==> src/rtl/conv_stream_host.sv <==
// conv_stream_host: host-side initiator/sink for one conv streaming instance.
// Holds one input frame written by the host and streams it out on x_*.
// Collects SIZE_X-SIZE_F+1 results from y_* into a buffer the host can read.
// Optional build macro CONV_STREAM_HOST_THROTTLE_EN: an LFSR randomly withholds
// new x offers and y_ready so the conv back-pressure paths get exercised.
`timescale 1ns/1ps

module conv_stream_host #(
    parameter int T      = 16,
    parameter int SIZE_X = 96,
    parameter int SIZE_F = 65
) (
    input  logic                                   clk,
    input  logic                                   reset,
    input  logic                                   h_wr_en,
    input  logic signed [T-1:0]                    h_wr_data,
    input  logic                                   h_start,
    input  logic [$clog2(SIZE_X-SIZE_F+1)-1:0]     h_rd_addr,
    output logic signed [T-1:0]                    h_rd_data,
    output logic                                   busy,
    output logic                                   done,
    output logic signed [T-1:0]                    x_data,
    output logic                                   x_valid,
    input  logic                                   x_ready,
    input  logic signed [T-1:0]                    y_data,
    input  logic                                   y_valid,
    output logic                                   y_ready
);

    localparam int N_Y = SIZE_X - SIZE_F + 1;
    localparam int XA  = $clog2(SIZE_X);
    localparam int XW  = $clog2(SIZE_X) + 1;
    localparam int YA  = $clog2(N_Y);
    localparam int YW  = $clog2(N_Y) + 1;

    localparam logic [XW-1:0] X_FULL   = XW'(SIZE_X);
    localparam logic [XW-1:0] X_LAST   = XW'(SIZE_X - 1);
    localparam logic [XW-1:0] X_ONE    = XW'(1);
    localparam logic [YW-1:0] Y_FULL   = YW'(N_Y);
    localparam logic [YW-1:0] Y_LAST   = YW'(N_Y - 1);
    localparam logic [YW-1:0] Y_ONE    = YW'(1);
    localparam logic [YA:0]   Y_RD_LIM = (YA+1)'(N_Y);

    typedef enum logic [1:0] {
        S_IDLE    = 2'd0,
        S_SEND    = 2'd1,
        S_COLLECT = 2'd2,
        S_DONE    = 2'd3
    } state_t;

    state_t state;
    state_t state_nx;

    logic signed [T-1:0] frame_mem  [SIZE_X];
    logic signed [T-1:0] result_mem [N_Y];

    logic [XW-1:0] wr_ptr;
    logic [XW-1:0] tx_cnt;
    logic [YW-1:0] rx_cnt;

    logic          x_gate;
    logic          y_gate;
    logic          x_beat;
    logic          y_beat;
    logic          wr_take;
    logic          wr_restart;
    logic          launch;
    logic          x_load;
    logic          rx_fin;
    logic [XA-1:0] rd_idx;
    logic [XA-1:0] wr_idx;

`ifdef CONV_STREAM_HOST_THROTTLE_EN
    logic [15:0] lfsr;

    // Free-running Fibonacci LFSR (taps 16,14,13,11) that gates new handshakes.
    always_ff @(posedge clk) begin
        if (reset) begin
            lfsr <= 16'hACE1;
        end else begin
            lfsr <= {lfsr[14:0], lfsr[15] ^ lfsr[13] ^ lfsr[12] ^ lfsr[10]};
        end
    end

    assign x_gate = lfsr[0];
    assign y_gate = lfsr[1];
`else
    assign x_gate = 1'b1;
    assign y_gate = 1'b1;
`endif

    // Handshake qualifiers and status flags, all derived from registered state.
    always_comb begin
        busy       = (state == S_SEND) || (state == S_COLLECT);
        done       = (state == S_DONE);
        y_ready    = busy && (rx_cnt != Y_FULL) && y_gate;
        x_beat     = x_valid && x_ready;
        y_beat     = y_valid && y_ready;
        wr_take    = (state == S_IDLE) && h_wr_en && (wr_ptr != X_FULL);
        wr_restart = (state == S_DONE) && h_wr_en;
        rx_fin     = (rx_cnt == Y_FULL) || (y_beat && (rx_cnt == Y_LAST));
        // After a beat fetch the following sample; while idle-in-SEND keep fetching the current one.
        x_load     = (state == S_SEND) && (x_beat ? (tx_cnt != X_LAST) : !x_valid);
        rd_idx     = tx_cnt[XA-1:0] + {{(XA-1){1'b0}}, x_beat};
        wr_idx     = wr_restart ? '0 : wr_ptr[XA-1:0];
    end

    // Next-state logic; a host write always takes priority over h_start.
    always_comb begin
        state_nx = state;
        case (state)
            S_IDLE: begin
                if (!h_wr_en && h_start && (wr_ptr == X_FULL)) begin
                    state_nx = S_SEND;
                end
            end
            S_SEND: begin
                if (x_beat && (tx_cnt == X_LAST)) begin
                    state_nx = rx_fin ? S_DONE : S_COLLECT;
                end
            end
            S_COLLECT: begin
                if (y_beat && (rx_cnt == Y_LAST)) begin
                    state_nx = S_DONE;
                end
            end
            S_DONE: begin
                if (h_wr_en) begin
                    state_nx = S_IDLE;
                end else if (h_start) begin
                    state_nx = S_SEND;
                end
            end
            default: state_nx = S_IDLE;
        endcase
        launch = (state_nx == S_SEND) && (state != S_SEND);
    end

    // FSM state register.
    always_ff @(posedge clk) begin
        if (reset) begin
            state <= S_IDLE;
        end else begin
            state <= state_nx;
        end
    end

    // Frame/result counters and the x output register with its hold-until-accepted rule.
    always_ff @(posedge clk) begin
        if (reset) begin
            wr_ptr  <= '0;
            tx_cnt  <= '0;
            rx_cnt  <= '0;
            x_valid <= 1'b0;
            x_data  <= '0;
        end else begin
            if (wr_take) begin
                wr_ptr <= wr_ptr + X_ONE;
            end else if (wr_restart) begin
                wr_ptr <= X_ONE;
            end

            if (launch) begin
                tx_cnt  <= '0;
                rx_cnt  <= '0;
                x_valid <= 1'b0;
            end else begin
                if (y_beat) begin
                    rx_cnt <= rx_cnt + Y_ONE;
                end
                if (x_beat) begin
                    tx_cnt <= tx_cnt + X_ONE;
                end
                if (x_load) begin
                    x_data  <= frame_mem[rd_idx];
                    x_valid <= x_gate;
                end else if (x_beat) begin
                    x_valid <= 1'b0;
                end
            end
        end
    end

    // Frame buffer write port (a write from DONE restarts the frame at slot 0).
    always_ff @(posedge clk) begin
        if (wr_take || wr_restart) begin
            frame_mem[wr_idx] <= h_wr_data;
        end
    end

    // Result buffer write port; results are stored verbatim in arrival order.
    always_ff @(posedge clk) begin
        if (y_beat) begin
            result_mem[rx_cnt[YA-1:0]] <= y_data;
        end
    end

    // Registered host read port; addresses past the result count read as zero.
    always_ff @(posedge clk) begin
        if (reset) begin
            h_rd_data <= '0;
        end else if ({1'b0, h_rd_addr} < Y_RD_LIM) begin
            h_rd_data <= result_mem[h_rd_addr];
        end else begin
            h_rd_data <= '0;
        end
    end

endmodule
==> config.mk <==
export PLATFORM = sky130hd
export DESIGN_NAME = conv_stream_host
export DESIGN_NICKNAME = d
export VERILOG_FILES = /design/src/rtl/conv_stream_host.sv
export SDC_FILE = /design/constraint.sdc
export NUM_CORES = 2
export LEC_CHECK = 0
export BUFFER_PORTS_ARGS = -buffer_cell sky130_fd_sc_hd__buf_4
export CAP_MARGIN = 10
export CELL_PAD_IN_SITES_DETAIL_PLACEMENT = 1
export CELL_PAD_IN_SITES_GLOBAL_PLACEMENT = 1
export CORE_AREA = 4 4 386 388
export CTS_CLUSTER_SIZE = 24
export DETAILED_ROUTE_END_ITERATION = 16
export DIE_AREA = 0 0 390 392
export PLACE_DENSITY_LB_ADDON = 0.2
export SETUP_SLACK_MARGIN = 0.5
export SLEW_MARGIN = 5
export SYNTH_ARGS = -nofsm -noshare
export SYNTH_HDL_FRONTEND = slang
export SYNTH_SLANG_ARGS = --single-unit
==> constraint.sdc <==
create_clock -name clk -period 3.8 [get_ports clk]
set_clock_uncertainty 0.1 [all_clocks]
set_input_delay 0.38 -clock clk [delete_from_list [all_inputs] [get_ports clk]]
set_output_delay 0.38 -clock clk [all_outputs]
set_load 0.005 [all_outputs]
Word-level counts from Yosys, hierarchy flattened
Memory sizes are Yosys's and may differ from the RTL's. A register that Yosys moved wholly into a read port is not among the register bits. Cells that the tools add are included. W data, S select, Z words.

Register bits: 25. Bits in writable memories: 2048. Input port bits: 43. Word-level logic and storage cells: 63. Memories kept: 2.

Memories: frame_mem (words 96, bits a word 16, rd ports 1, clocked after memory_dff 1, wr ports 1, RTL line 54) `logic signed [T-1:0] frame_mem [SIZE_X];`; result_mem (words 32, bits a word 16, rd ports 1, clocked after memory_dff 1, wr ports 1, RTL line 55) `logic signed [T-1:0] result_mem [N_Y];`.

Add/subtract/negate cells: 4. Eq/ne operators: 12. Mux-type cells: 17. Bitwise logic cells: 1. Reductions and logical operators: 22.

Operators by type and width (number): $add A8 B1 Y8 const B (2); $eq A8 B7 Y1 const B (2); $mux W8 (2); $ne A8 B7 Y1 const B (2); $logic_and A1 B1 Y1 (12); $mux W2 (5); $mux W1 (8); $pmux W2 S4 (1); $add A7 B1 Y7 (1); $mux W7 (1); $add A6 B1 Y6 const B (1); $eq A6 B5 Y1 const B (1); $eq A6 B6 Y1 const B (1); $ne A6 B6 Y1 const B (1); $eq A2 B1 Y1 const B (2); $eq A2 B2 Y1 const B (2); $reduce_bool A2 Y1 (2); $logic_or A1 B1 Y1 (3); $logic_not A1 Y1 (2); $logic_not A2 Y1 (1); $ne A2 B1 Y1 const B (1); $reduce_and A2 Y1 (1); $reduce_or A2 Y1 (1); $not A1 Y1 (1).

Logic depth before layout (Yosys ltp)
Depth after elaboration: 13. Depth in mapped cells: 14. Gate-level depth less buffers: 10.

Worst setup path after synthesis
No wires, ideal clock.

Path kind: input -> register. From: input port x_ready. To: register x_data[15], read port of frame_mem. Setup time: 0.124 ns. Arrival: 3.138 ns. Required time: 3.576 ns. Setup slack: 0.438 ns. Cell stages on the path: 12. Buffers on the path: 4. Cells stage by stage: and2_1 clkbuf_1 ha_1 ha_1 buf_2 buf_2 buf_1 mux4_2 mux4_2 nand2_1 a21oi_1 a2111o_1.

Longest elaborated chain between the ends: 8.

Ends and longest elaborated chain: from (decl) (RTL line 24) `input logic x_ready,`; $logic_and A1 B1 Y1 (*) (RTL line 97) `x_beat = x_valid && x_ready;`; via x_beat (RTL line 63) `logic x_beat;`; $logic_and A1 B1 Y1 (RTL line 118) `if (x_beat && (tx_cnt == X_LAST)) begin`; $mux W2 (RTL line 118); $pmux W2 S4 (RTL line 111) `case (state)`; $eq A2 B1 Y1 (RTL line 136) `launch = (state_nx == S_SEND) && (state != S_SEND);`; $logic_and A1 B1 Y1 (RTL line 136); $not A1 Y1 (no source line); $reduce_and A2 Y1 (no source line); to (decl) (RTL line 22) `output logic signed [T-1:0] x_data,`.

Mark *: on every way through the listed nets, which the timed path passes. The rest lies on a longest branch. A chain may end at the register's enable or synchronous reset.

Worst setup path in the final report
From: register x_valid. To: register x_data[1], read port of frame_mem.

Longest elaborated chain between the ends: 8.

Ends and longest elaborated chain: from (decl) (RTL line 23) `output logic x_valid,`; from (signal assigned) (RTL line 176) `x_valid <= x_gate;`; $logic_and A1 B1 Y1 (RTL line 97); $logic_and A1 B1 Y1 (RTL line 118); $mux W2 (RTL line 118); $pmux W2 S4 (RTL line 111); $eq A2 B1 Y1 (RTL line 136); $logic_and A1 B1 Y1 (RTL line 136); $not A1 Y1 (no source line); $reduce_and A2 Y1 (no source line).

Several ways; a longest one is shown, not always the timed one.

==> flow_metrics.tcl <==
set metrics [dict create \
    wire_per_inst_um 35.2 \
    layout_common_cells "2048 x edfxtp_1, 567 x mux4_2, 373 x buf_4" \
    crit_chain "and2_4, ha_4, ha_4, buf_12, mux4_2, mux4_2, mux2i_2, o2111ai_2, o2111a_1" \
    yosysWarnings 0 \
    hold_viol_final 0 \
    dr.pass1.iters 5 \
    ant_nets 0 \
    swShare_pct 19.9 \
    viasPerCell 6.55 \
    clockRootBuffer "clkbuf_16" \
    final_common_cell "edfxtp_1" \
    drv_slew 0 \
    antenna_found_initial 11 \
    holdCritPathClass "input pin to flop" \
    die_area_um2 153000 \
    worstSetupEndpointType "flop" \
    cpPeakStageDelay_ns 0.55 \
    internal-power_mw 37.6 \
    async_reset_ff_share_pct 0 \
    die_h_um 392 \
    setup_viol 0 \
    worst-path-max-fanout 49 \
    detailed_place_hpwl_mm 131 \
    crit_type "flop to flop" \
    fmax_mhz 297 \
    pwr-share-clk_pct 43.5 \
    p_per_area_nw_per_um2 499 \
    reg2reg_depth 9 \
    syn-cell-area_um2 81100 \
    startpoint "x_valid" \
    seqPwrFrac_pct 54.4 \
    cp_top_family "multiplexers" \
    reg2reg_slack_ns 0.43 \
    clkSlewWorstSetupHoldPaths_ns 0.07 \
    r2r-start "x_valid" \
    initial_core_util_pct 55.8 \
    area_growth_pct 16.0 \
    vdd_ir_drop_max_uv 450 \
    tightest_slew_ns 1.38 \
    nFillCells 11623 \
    layout_min_cycle_time_ns 3.37 \
    grt_usage_pct 29.5 \
    grt_max_degree 97 \
    grt_pass1_vias 43581 \
    final_area_um2 94100 \
    ys_ff_latch 2105 \
    fin_crit_sh_pct 88.7 \
    placed_area_um2 86300 \
    drive_gt1_share_pct 31.5 \
    seq_area_frac_synth_pct 77.2 \
    cp_data_arrival_time_ns 3.98 \
    drc 0 \
    power.leakage_nw 29.6 \
    die-width_um 390 \
    htreeDepth 4 \
    setup_tns_ns 0 \
    cts_num_sinks 2105 \
    worst-path-buf-inv 1 \
    max-slew-margin-rel_pct 7.94 \
    worst_hold_startpoint "h_wr_data[9]" \
    synth_edf_count 2048 \
    clkLatencyLatePin_ns 0.83 \
    pwr-share-comb_pct 2.1 \
    syn_avg_cell_area_um2 21.6 \
    drt_wl_total_mm 222 \
    r2r_end "x_data[1]" \
    syn_inst 3748 \
    synthFlopType "edfxtp_1" \
    drt-initial-drc-count 4959 \
    synthDistinctLibCells 56 \
    crit_slowest_cell "mux4_2" \
    cts_tree "built" \
    place.gp.congestion 0.894 \
    fin_nets 4263 \
    grt_overflow 0 \
    placement_rows 140 \
    p_sw_mw 9.33 \
    crit_path_end "x_data[1]" \
    clk_path_buf_depth 3 \
    cap_violations 0 \
    worst_setup_path_start_kind "flop" \
    rsz0062_at_grt "yes" \
    path_depth 9 \
    num_vias 41344 \
    core_area_um2 145000 \
    port_buffers 78 \
    numCtsBuffers 205 \
    boundaryPins 79 \
    worstPathRequired_ns 4.41 \
    syn_nets 3804 \
    outcome "complete, no violations" \
    grt_pass1_wl_mm 320 \
]
-- flip-flops by register name (all words and copies together), names as in the netlist --
signal	count
frame_mem	1536
x_valid	1
result_mem	512
tx_cnt	8
h_rd_data	16
state	2
x_data	16
rx_cnt	6
wr_ptr	8
-- worst min-delay path by stage --
stage	end	slack [ns]	cells after the start
floorplan	wr_ptr[7]	0.34	1
global placement	wr_ptr[7]	0.35	1
detailed placement	wr_ptr[7]	0.36	1
CTS	state[1]	0.003	4
global route	frame_mem[21][9]	0.04	1
finish	frame_mem[20][9]	0.04	1
-- synth_stat cells (4+ instances only) --
cell | number | share of area (%)
a31oi_1 | 29 | 0.22
and3_1 | 8 | 0.062
clkbuf_1 | 89 | 0.41
nor4_1 | 9 | 0.069
or3_1 | 6 | 0.046
a2111oi_0 | 5 | 0.054
o2111ai_1 | 8 | 0.086
buf_1 | 24 | 0.11
a211oi_1 | 17 | 0.16
o21ai_0 | 10 | 0.062
dfxtp_1 | 57 | 1.4
o21a_1 | 4 | 0.037
buf_6 | 5 | 0.069
a2111o_1 | 5 | 0.069
nand4_1 | 19 | 0.15
nand3_1 | 85 | 0.52
edfxtp_1 | 2048 | 76
nand2b_1 | 6 | 0.046
xor2_1 | 6 | 0.065
a32oi_1 | 18 | 0.19
inv_1 | 12 | 0.056
ha_1 | 13 | 0.20
nor3b_1 | 7 | 0.065
buf_4 | 24 | 0.22
and2_1 | 15 | 0.12
buf_2 | 64 | 0.39
a21oi_1 | 28 | 0.17
nor2b_1 | 6 | 0.046
mux4_2 | 567 | 16
nor3_1 | 15 | 0.093
mux2i_1 | 55 | 0.68
nor2_1 | 200 | 0.93
a22o_1 | 4 | 0.043
xnor2_1 | 15 | 0.16
nand2_1 | 232 | 1.1
-- what timing repair did --
action | CTS | global route
hold buffers | 20 | 0
hold endpoints to repair | 532 | 0
setup buffers | 17 | 18
gates cloned | 5 | 6
endpoints found under the setup margin | 16 | 53
resized for setup | 32 | 18
pin swaps | 5 | 5
-- stage by stage --
step           setup slack, ns  hold slack [ns]  util (%)  total power, mW  cells
6_report                 0.428           0.0445      64.7             46.9   6308
5_1_grt                  0.374           0.0361      64.7             48.3   6306
4_1_cts                  0.477          0.00345      64.4             47.2   6280
3_5_place_dp            0.0182            0.361      59.3             27.0   5851
2_1_floorplan            0.501            0.338         -             26.3   3748
3_3_place_gp            0.0793            0.355      59.3             26.9   5851
-- area by class of cell --
cell class / instances / area, µm² / share of cell area (%)
flip-flops and latches: 2105 / 62600 / 66.6
multi-input cells: 1423 / 17800 / 18.9
clock buffers: 261 / 5440 / 5.78
repair buffers: 459 / 4430 / 4.71
well taps: 1917 / 2400 / 2.55
clock inverters: 126 / 1300 / 1.39
inverters: 13 / 48.8 / 0.0519
diodes: 4 / 10.0 / 0.0106
-- power by group through the flow --
stage	Clock, mW	Sequential (mW)	Combinational (mW)
finish	20.4	25.5	1.00
CTS	20.7	25.5	1.01
global route	21.8	25.5	1.07
detailed placement	0	26.0	0.988
global placement	0	26.0	0.946
floorplan	0	26.0	0.349
-- routing by layer --
layer / part of all wire [%] / wire [µm] / GRT usage [%] / up-vias
met1: 37 / 83100 / 40.1 / 22183
met4: 4.2 / 9260 / 11.2 / 6
li1: - / - / - / 16536
met2: 50 / 110000 / 47.9 / 2178
met5: 0.018 / 39 / 0 / -
met3: 8.7 / 19400 / 5.89 / 441
-- kinds of logic after synthesis --
| kind of cell | Yosys count | share of synthesized area, % |
|---|---|---|
| AND/OR/NAND/NOR | 622 | 3.35 |
| buffers and inverters | 220 | 1.28 |
| multiplexers | 622 | 16.4 |
| XOR/XNOR | 22 | 0.247 |
| flip-flops | 2105 | 77.2 |
| AO/OA/AOI/OAI | 144 | 1.29 |
| adder cells (fa/ha/maj) | 13 | 0.201 |
Power figures use the tool's default switching activity.
